==> config.mk <==
export PLATFORM = sky130hd
export DESIGN_NAME = low_frequency_apb
export DESIGN_NICKNAME = d
export VERILOG_FILES = /design/src/rtl/apb_bridge_pkg.sv /design/src/rtl/apb_toggle_sync.sv /design/src/rtl/low_frequency_apb.sv
export SDC_FILE = /design/constraint.sdc
export NUM_CORES = 1
export LEC_CHECK = 0
export ABC_CLOCK_PERIOD_IN_PS = 1700
export CAP_MARGIN = 20
export CELL_PAD_IN_SITES_DETAIL_PLACEMENT = 1
export CELL_PAD_IN_SITES_GLOBAL_PLACEMENT = 1
export CORE_ASPECT_RATIO = 1.75
export CORE_MARGIN = 4
export CORE_UTILIZATION = 29
export CTS_BUF_LIST = sky130_fd_sc_hd__clkbuf_2
export DETAILED_ROUTE_END_ITERATION = 8
export GPL_ROUTABILITY_DRIVEN = 0
export PLACE_DENSITY_LB_ADDON = 0.08
export SYNTH_ARGS = -nofsm -noshare
export SYNTH_HDL_FRONTEND = slang
export SYNTH_SLANG_ARGS = --single-unit
==> constraint.sdc <==
create_clock -name b_pclk -period 1.7 [get_ports b_pclk]
set_input_delay 0.34 -clock b_pclk [delete_from_list [all_inputs] [get_ports b_pclk]]
set_output_delay 0.34 -clock b_pclk [all_outputs]
set_load 0.005 [all_outputs]
==> src/rtl/apb_bridge_pkg.sv <==
// apb_bridge_pkg: shared state encoding and default widths for the A-to-B APB bridge
package apb_bridge_pkg;
   localparam int ADDR_WD_DEF = 32;
   localparam int DATA_WD_DEF = 32;
   localparam int STRB_WD_DEF = 4;
   localparam int PROT_WD_DEF = 3;
   typedef enum logic [1:0] {
      IDLE   = 2'd0,
      SETUP  = 2'd1,
      ACCESS = 2'd2
   } apb_state_t;
endpackage

==> src/rtl/apb_toggle_sync.sv <==
// apb_toggle_sync: three-flop synchronizer turning each toggle of in into a one-cycle pulse
module apb_toggle_sync (
   input  logic clk,
   input  logic rst_n,
   input  logic in,
   output logic pulse
);
   logic s1, s2, s3;
   // shift the asynchronous toggle through the synchronizer chain
   always_ff @(posedge clk or negedge rst_n)
      if (!rst_n) {s1, s2, s3} <= 3'b000;
      else {s1, s2, s3} <= {in, s1, s2};
   assign pulse = s2 ^ s3;
endmodule

==> src/rtl/low_frequency_apb.sv <==
// low_frequency_apb: toggle-handshake request from the A domain executed as an APB master transfer
module low_frequency_apb
   import apb_bridge_pkg::*;
#(
   parameter int ADDR_WD = ADDR_WD_DEF,
   parameter int DATA_WD = DATA_WD_DEF,
   parameter int STRB_WD = STRB_WD_DEF,
   parameter int PROT_WD = PROT_WD_DEF
) (
   input  logic               b_pclk,
   input  logic               b_prst_n,
   input  logic               a_apb_req,
   input  logic               write,
   input  logic [ADDR_WD-1:0] addr,
   input  logic [DATA_WD-1:0] wdata,
   input  logic [PROT_WD-1:0] prot,
   input  logic [STRB_WD-1:0] strb,
   output logic               b_ready_req,
   output logic [DATA_WD-1:0] rdata,
   output logic               b_psel,
   output logic               b_penable,
   output logic               b_pwrite,
   output logic [ADDR_WD-1:0] b_paddr,
   output logic [DATA_WD-1:0] b_pwdata,
   output logic [PROT_WD-1:0] b_pprot,
   output logic [STRB_WD-1:0] b_pstrb,
   input  logic [DATA_WD-1:0] b_prdata,
   input  logic               b_pready
);
   apb_state_t state, state_n;
   logic req_ev, pending, start, done;

   apb_toggle_sync u_sync (
      .clk  (b_pclk),
      .rst_n(b_prst_n),
      .in   (a_apb_req),
      .pulse(req_ev)
   );

   // state register
   always_ff @(posedge b_pclk or negedge b_prst_n)
      if (!b_prst_n) state <= IDLE;
      else state <= state_n;

   // next state and APB control decode
   always_comb begin
      state_n   = state;
      b_psel    = 1'b0;
      b_penable = 1'b0;
      start     = 1'b0;
      done      = 1'b0;
      case (state)
         IDLE: begin
            start = req_ev | pending;
            if (start) state_n = SETUP;
         end
         SETUP: begin
            b_psel  = 1'b1;
            state_n = ACCESS;
         end
         ACCESS: begin
            b_psel    = 1'b1;
            b_penable = 1'b1;
            done      = b_pready;
            if (b_pready) state_n = IDLE;
         end
         default: state_n = IDLE;
      endcase
   end

   // payload capture, pending request, completion toggle and read data return
   always_ff @(posedge b_pclk or negedge b_prst_n)
      if (!b_prst_n) begin
         pending     <= 1'b0;
         b_ready_req <= 1'b0;
         rdata       <= '0;
         b_pwrite    <= 1'b0;
         b_paddr     <= '0;
         b_pwdata    <= '0;
         b_pprot     <= '0;
         b_pstrb     <= '0;
      end else begin
         pending <= start ? 1'b0 : (b_psel && req_ev) ? 1'b1 : pending;
         if (start) begin
            b_pwrite <= write;
            b_paddr  <= addr;
            b_pwdata <= wdata;
            b_pprot  <= prot;
            b_pstrb  <= strb;
         end
         if (done) begin
            b_ready_req <= ~b_ready_req;
            if (!b_pwrite) rdata <= b_prdata;
         end
      end
endmodule

# ---- Yosys cells after proc, flatten, opt, wreduce, memory -nomap -nowiden
# Index checks and enable logic that the tools add are counted.
dict set report op_classes {
  bitwise 4
  mux 9
  eq_ne 4
  reduce_logical 6
}
# operator n
set ops {}
lappend ops {{2-to-1 mux 1 bit} 6}
lappend ops {{one-hot mux 2 bit (3 select lines)} 1}
lappend ops {{2-to-1 mux 2 bit} 2}
lappend ops {{!= test 2 bit (second input constant)} 2}
lappend ops {{AND reduction 2 bit} 2}
lappend ops {{equality test 2 x 1 -> 1 bit (second input constant)} 1}
lappend ops {{equality test 2 bit (second input constant)} 1}
lappend ops {{zero test 2 bit} 1}
lappend ops {{NOT 1 bit} 2}
lappend ops {{nonzero test 2 bit} 1}
lappend ops {{OR reduction 2 bit} 1}
lappend ops {{logical AND 1 bit} 1}
lappend ops {{OR 1 bit} 1}
lappend ops {{bitwise XOR 1 bit} 1}
dict set report totals {
  register_bits 111
  elab_cells 35
  output_inout_bits 107
}

# ---- Longest topological paths before layout
# Gate-level depths: netlist of run 1.
dict set report logic_depth {
  ltp_word 6
  ltp_mapped 7
}

# ---- Hierarchy
# Synthesis of run 1 repeated with hierarchy kept, for this count alone.
dict set report unflattened {
  cells_unflattened 244
  hier_area_um2 4300.4
}
# mod area_each_um2 seq_area_each_um2 n_inst cells_each
set modules_own_cells {}
lappend modules_own_cells {low_frequency_apb 4216.5 2702.6 1 240}
lappend modules_own_cells {apb_toggle_sync 83.8 75.1 1 4}

# ---- Worst setup path after synthesis of run 1
# Ideal clock, no wire load.
dict set report synth_timing {
  path_kind {register -> register}
  start {register state[0]}
  end {register rdata[17]}
  n_path_buf 2
  stages_incl_launch_ff 8
  setup_slack_ps 21
  t_arrival_ps 1551
  path_cell_list {dfrtp_1 > inv_1 > ha_1 > nand2_1 > or2_1 > clkbuf_1 > buf_2 > mux2_1}
}
dict set report synth_between {
  elab_chain_len 3
}
# element line
set synth_rtl {}
lappend synth_rtl {{from (decl)} low_frequency_apb.sv:30} ;# apb_state_t state, state_n;
lappend synth_rtl {{from (signal assigned)} low_frequency_apb.sv:43} ;# else state <= state_n;
lappend synth_rtl {{equality test 2 bit} low_frequency_apb.sv:52} ;# case (state)
lappend synth_rtl {{2-to-1 mux 1 bit} low_frequency_apb.sv:52}
lappend synth_rtl {{AND reduction 2 bit (no line)} n/a}
lappend synth_rtl {{to (signal assigned)} low_frequency_apb.sv:93} ;# if (!b_pwrite) rdata <= b_prdata;
lappend synth_rtl {{to (decl)} low_frequency_apb.sv:19} ;# output logic [DATA_WD-1:0] rdata,
# No other way between the ends.
# A chain may end at the register's enable or synchronous reset.

# ---- Final worst setup path of run 1
dict set report layout_timing {
  start {register state[0]}
  end {output b_psel}
}
dict set report layout_between {
  elab_chain_len 3
  elab_cells_between_ends 4
}
# element line
set layout_rtl {}
lappend layout_rtl {{equality test 2 bit / equality test 2 x 1 -> 1 bit (equally long branches)} low_frequency_apb.sv:52}
lappend layout_rtl {{OR reduction 2 bit (no line) (*)} n/a}
lappend layout_rtl {{2-to-1 mux 1 bit (*)} low_frequency_apb.sv:52}
lappend layout_rtl {{to (decl)} low_frequency_apb.sv:20} ;# output logic b_psel,
# Every way passes the cells marked *; elsewhere a longest branch is shown, timed or not.

==> results of run 1 <==
-- power groups by stage --
| stage | sequential [uW] | clock (uW) | combinational, uW |
|---|---|---|---|
| after floorplan | 4740 | 0 | 2270 |
| after global placement | 4620 | 0 | 5790 |
| after detailed placement | 4690 | 0 | 5870 |
| after CTS | 4590 | 1210 | 5330 |
| after global routing | 4770 | 1320 | 5450 |
| final | 4570 | 1120 | 5020 |
-- state kept, by name, summed over array words and instances, names as in the netlist --
register and flops:
b_pstrb 4, u_sync.s1 1, rdata 32, b_pprot 3
u_sync.s2 1, state 2, u_sync.s3 1, b_paddr 32
b_pwdata 32, pending 1, b_pwrite 1, b_ready_req 1
-- path summary, 6_finish.rpt --
check,startpoint,endpoint,slack (ns),cells after the start
worst min register to register,u_sync.s1,u_sync.s2,0.39,0
worst max register to register,u_sync.s3,b_pwdata[30],0.08,5
worst min-delay path,a_apb_req,u_sync.s1,0.16,1
max in group asynchronous,b_prst_n,rdata[17],0.34,4
worst max-delay path,state[0],b_psel,-0.12,3
min in group asynchronous,b_prst_n,rdata[16],0.58,3
-- through the flow --
step           hold WS [ns]  total power, uW  cells  TNS, ns
2_1_floorplan        0.0444             7010    244        0
3_3_place_gp          0.222            10400    637    -1.83
3_5_place_dp          0.222            10600    637    -3.12
4_1_cts               0.117            11100    664   -0.352
5_1_grt               0.137            11500    670   -0.383
6_report              0.159            10700    670   -0.191
-- worst reg2reg max path, delay by kind of cell (launching register included) --
family	cells	cell delay, ns
DFF	1	0.47
muxes	1	0.35
buffers and inverters	2	0.34
xor gates and xnor gates	1	0.21
AOI/OAI and AO/OA	1	0.18
-- cells in the mapped netlist --
cell	instances	area share
a21oi_1	1	0.0012
buf_2	3	0.0035
clkbuf_1	1	0.00088
clkbuf_8	7	0.023
dfrtp_1	111	0.66
ha_1	4	0.012
inv_1	4	0.0035
mux2_1	2	0.0053
mux2_2	98	0.26
mux2_4	6	0.021
nand2_1	1	0.00088
nor2_1	1	0.00088
o21ai_4	1	0.0038
o32a_2	1	0.0027
or2_1	1	0.0015
xnor2_1	1	0.0021
xor2_1	1	0.0021
-- cells by family after synthesis --
family	after synthesis
AOI/OAI and AO/OA	3
xor gates and xnor gates	2
adders and majority gates	4
buffers and inverters	15
DFF	111
muxes	106
and+or+nand+nor	3
-- layout make-up --
class | count | area, um^2 | share of cell area
flip-flops and latches | 111 | 2780 | 0.425
repair buffers | 240 | 2060 | 0.315
multi-input cells | 118 | 1370 | 0.209
well taps | 180 | 225 | 0.0344
clock buffers | 11 | 55.1 | 0.00842
clock inverters | 5 | 38.8 | 0.00593
inverters | 4 | 15.0 | 0.00230
diodes | 1 | 2.50 | 0.000383
-- per-layer routing --
layer | vias up | routed length, um | GRT usage
met5 | - | 0 | 0
met4 | 0 | 268 | 0.0547
met3 | 18 | 849 | 0.0419
met2 | 119 | 6460 | 0.255
met1 | 1484 | 4060 | 0.148
li1 | 1320 | - | -
-- what timing repair did --
action / CTS / global route
pin swaps: 0 / 2
hold endpoints to repair: 111 / 0
setup buffers: 8 / 5
hold buffers: 3 / 0
setup endpoints to repair: 108 / 87
resized for setup: 239 / 78
==> flow_metrics.py, run 1 <==
metrics = {
    "logic_synthesis": {
        "synth-seq-cells": 111,
        "syn_inst": 244,
        "netlist_area_um2": 4240,
        "avgSynthCellArea_um2": 17.4,
        "ys_seq_area_frac": 0.655,
        "synth_compound_area_frac": 0.00768,
        "synth_top_family_by_area": "multiplexers",
        "yosys.area_share.xor_xnor": 0.00413,
        "synthMuxAreaShare": 0.287,
        "syn_nets": 356,
        "yosys.area_share.simple": 0.00325,
        "yosysWarningCount": 0,
        "synthAdderAreaFrac": 0.0118,
        "synth_cell_types": 17,
    },
    "setup_path": {
        "critical_path_arrival_ns": 1.48,
        "crit_chain": "inv_2 > ha_4 > buf_6",
        "end_kind": "output port",
        "crit_slowest_cell": "dfrtp_1",
        "cp_max_fo": 3,
        "crit_path_max_incr_delay_ns": 0.46,
        "cp_data_required_time_ns": 1.36,
        "path_buf_inv": 2,
        "cpLargestDelayFamily": "flip-flops",
        "crit_type": "reg2out",
        "start_kind": "register",
    },
    "floorplanning": {
        "initial_utilization": 0.295,
        "fp.dieH_um": 168,
        "core_um2": 14400,
        "io_pins": 215,
        "dieArea_um2": 16700,
        "die_w_um": 99.4,
        "placementRows": 58,
    },
    "clock_tree": {
        "numCtsBuffers": 9,
        "cts_buffer_depth": 2,
        "tritoncts": "yes",
        "htree_levels": 3,
        "ctsRootBufferMaster": "clkbuf_2",
        "clkLatencyLatePin_ns": 0.62,
        "clk_pin_slew_worst_paths_ns": 0.27,
        "clock-sinks": 111,
    },
    "status": {
        "status": "finished, violations left",
        "violations": "setup timing",
    },
    "pwr": {
        "p_clk_frac": 0.104,
        "cellPowerDensity_nw_per_um2": 1640,
        "combPwrFrac": 0.469,
        "switching_share": 0.314,
        "p_int_uw": 7350,
        "p_leak_uw": 0.00295,
        "switchingPower_uw": 3370,
        "seqPwrFrac": 0.427,
        "peakVddDrop_mv": 0.596,
    },
    "place": {
        "io_buffers": 214,
        "placed_area_um2": 6610,
        "dp.final_hpwl_um": 8970,
        "detailedPlace.worstSlack_ns": -0.128,
    },
    "finish": {
        "utilization": 0.455,
        "drive_above_1_share": 0.458,
        "final_cell_mix": "dfrtp_1, clkdlybuf4s50_1, mux2_2",
        "fillers": 1505,
        "finalInstanceArea_um2": 6540,
        "synthToLayoutAreaGrowth_pct": 54.3,
        "final_common_cell": "dfrtp_1",
        "final_nets": 596,
    },
    "global_routing": {
        "grt_pass1_wl_um": 18000,
        "grt_util_all_layers": 0.140,
        "grt_pass1_vias": 3236,
        "antenna_found_initial": 1,
        "grt_max_degree": 37,
        "gr-total-overflow": 0,
    },
    "routing": {
        "routed_wl_um": 11600,
        "drt_iter0_drc": 42,
        "vias": 2941,
        "firstDrtPassIters": 4,
        "wl_per_cell_um": 17.4,
        "viasPerCell": 4.39,
        "ant_nets": 0,
        "drc": 0,
    },
    "timing": {
        "finalCritPeriodShare": 1.07,
        "slew_violations": 0,
        "relSlewSlack": 0.790,
        "finalHoldViolCount": 0,
        "worst_pin_slew_ns": 0.315,
        "fmaxAchievable_mhz": 550,
        "setup_viol": 2,
        "min_period_ns": 1.82,
        "finalClockSkew_ns": 0.0441,
        "rsz0062_at_grt": "yes",
        "setup_ws_ns": -0.117,
    },
    "min_path": {
        "hp-class": "in2reg",
    },
    "flow_run": {
        "drv_cap": 0,
    },
}
Note: power is estimated with default switching activity, not from simulation.
==> run 2, diff against run 1 <==
SKIP_LAST_GASP = 1   (was default)
==> flow_metrics.py, run 2 (synthesis results as in run 1) <==
metrics = {
    "global_routing": {
        "globalRoute.busiestLayer": "met2",
        "grt_util_all_layers": 0.140,
        "grt_pass1_vias": 3237,
        "antenna_found_initial": 1,
        "grt_max_degree": 37,
        "gr-total-overflow": 0,
        "grtUsageMet1": 0.148,
        "grt_pass1_wl_um": 18000,
        "met2_usage": 0.255,
        "use_met3": 0.0419,
    },
    "timing": {
        "slew_violations": 0,
        "finalHoldViolCount": 0,
        "finalClockSkew_ns": 0.0424,
        "setup_viol": 2,
        "min_period_ns": 1.81,
        "relSlewSlack": 0.743,
        "fmaxAchievable_mhz": 551,
        "rsz0062_at_grt": "yes",
        "fin_setup_tns_ns": -0.182,
        "worst_pin_slew_ns": 0.385,
        "finalCritPeriodShare": 1.07,
        "setup_ws_ns": -0.114,
        "fin_hold_ws_ns": 0.163,
    },
    "finish": {
        "final_common_cell": "dfrtp_1",
        "utilization": 0.454,
        "synthToLayoutAreaGrowth_pct": 54.1,
        "final_cell_mix": "dfrtp_1, clkdlybuf4s50_1, mux2_2",
        "final_nets": 597,
        "reg_top3": "b_paddr x32, b_pwdata x32, rdata x32",
        "drive_above_1_share": 0.455,
    },
    "floorplanning": {
        "die_w_um": 99.4,
        "placementRows": 58,
        "dieArea_um2": 16700,
        "core_um2": 14400,
        "initial_utilization": 0.295,
        "fp.dieH_um": 168,
        "io_pins": 215,
    },
    "setup_path": {
        "worstReg2RegEnd": "rdata[26]",
        "cp_max_fo": 3,
        "crit_chain": "inv_2 > ha_4 > buf_6",
        "start_kind": "register",
        "end_kind": "output port",
        "crit_path_max_incr_delay_ns": 0.46,
        "cp_data_required_time_ns": 1.36,
        "crit_type": "reg2out",
        "r2r_slack_ns": 0.08,
        "timing.rr.start": "state[1]",
        "worst-r2r-cell-count": 6,
        "critical_path_arrival_ns": 1.47,
        "crit_slowest_cell": "dfrtp_1",
    },
    "routing": {
        "firstDrtPassIters": 4,
        "drc": 0,
        "viasPerCell": 4.40,
        "drt_iter0_drc": 45,
        "vias": 2952,
        "routed_wl_um": 11600,
        "ant_nets": 0,
        "wl_per_cell_um": 17.3,
    },
    "min_path": {
        "hold_depth": 1,
        "min_from": "a_apb_req",
        "hp-class": "in2reg",
        "min_to": "u_sync.s1",
    },
    "clock_tree": {
        "numCtsBuffers": 9,
        "htree_levels": 3,
        "tritoncts": "yes",
        "clock-sinks": 111,
        "clkLatencyLatePin_ns": 0.62,
        "ctsRootBufferMaster": "clkbuf_2",
        "cts_buffer_depth": 2,
        "clk_pin_slew_worst_paths_ns": 0.27,
    },
    "status": {
        "status": "finished, violations left",
        "violations": "setup timing",
    },
    "pwr": {
        "p_leak_uw": 0.00295,
        "peakVddDrop_mv": 0.596,
        "cellPowerDensity_nw_per_um2": 1640,
    },
    "flow_run": {
        "drv_cap": 0,
    },
    "place": {
        "io_buffers": 214,
        "dp.final_hpwl_um": 8970,
    },
}
-- run 2: cell types whose count changed in the layout (fill, tap and decap cells not counted) --
| cell | change |
|---|---|
| buf_12 | -1 |
| or2_4 | -1 |
| xor2_1 | +1 |
| buf_4 | +1 |
| xor2_2 | -1 |
| buf_8 | +1 |
| or2_1 | +1 |
-- run 2: layout make-up --
type / instances / area, um^2
repair buffers: 241 / 2060
multi-input cells: 118 / 1360
well taps: 180 / 225
flip-flops and latches: 111 / 2780
clock buffers: 11 / 55.1
diodes: 1 / 2.50
inverters: 4 / 15.0
clock inverters: 5 / 38.8
fillers: 1505 / 7840
-- run 2: timing repair --
action / CTS / global route
buffers inserted: 8 / 6
gates resized for setup: 237 / 77
hold endpoints to repair: 111 / 0
pin swaps: 0 / 2
setup endpoints to repair: 108 / 85
hold buffers: 3 / 0
-- run 2: critical path, delay by kind of cell (launching register included) --
| family | cells | cell delay (ns) |
|---|---|---|
| adder cells (fa/ha/maj) | 1 | 0.21 |
| buffers and inverters | 2 | 0.22 |
| flip-flops | 1 | 0.46 |
-- run 2: metal layers --
metal / wire length [um] / share of wire
met5: 0 / 0
met4: 268 / 0.023
met3: 846 / 0.073
met2: 6460 / 0.56
met1: 4050 / 0.35
-- run 2: power by group --
group / leakage [uW] / switching, uW / internal [uW] / total (uW)
clock: 0.0000633 / 900 / 220 / 1120
combinational: 0.00158 / 1830 / 3190 / 5020
sequential: 0.00131 / 631 / 3940 / 4570
-- run 2: worst max path at each step --
stage | slack, ns | cells past startpoint | endpoint | startpoint
global route | -0.20 | 3 | b_psel | state[0]
CTS | -0.22 | 3 | b_psel | state[0]
detailed placement | -0.13 | 5 | rdata[7] | b_pready
finish | -0.11 | 3 | b_psel | state[0]
global placement | -0.08 | 5 | rdata[8] | b_pready
floorplan | 0.02 | 7 | rdata[17] | state[0]
-- run 2: per-stage QoR --
stage	area [um^2]	setup slack, ns	total power [uW]	std cells
floorplan	4240	0.0213	7010	244
global placement	6610	-0.0754	10400	637
detailed placement	6610	-0.128	10600	637
CTS	6710	-0.220	11100	664
global route	6530	-0.201	11500	671
finish	6530	-0.114	10700	671
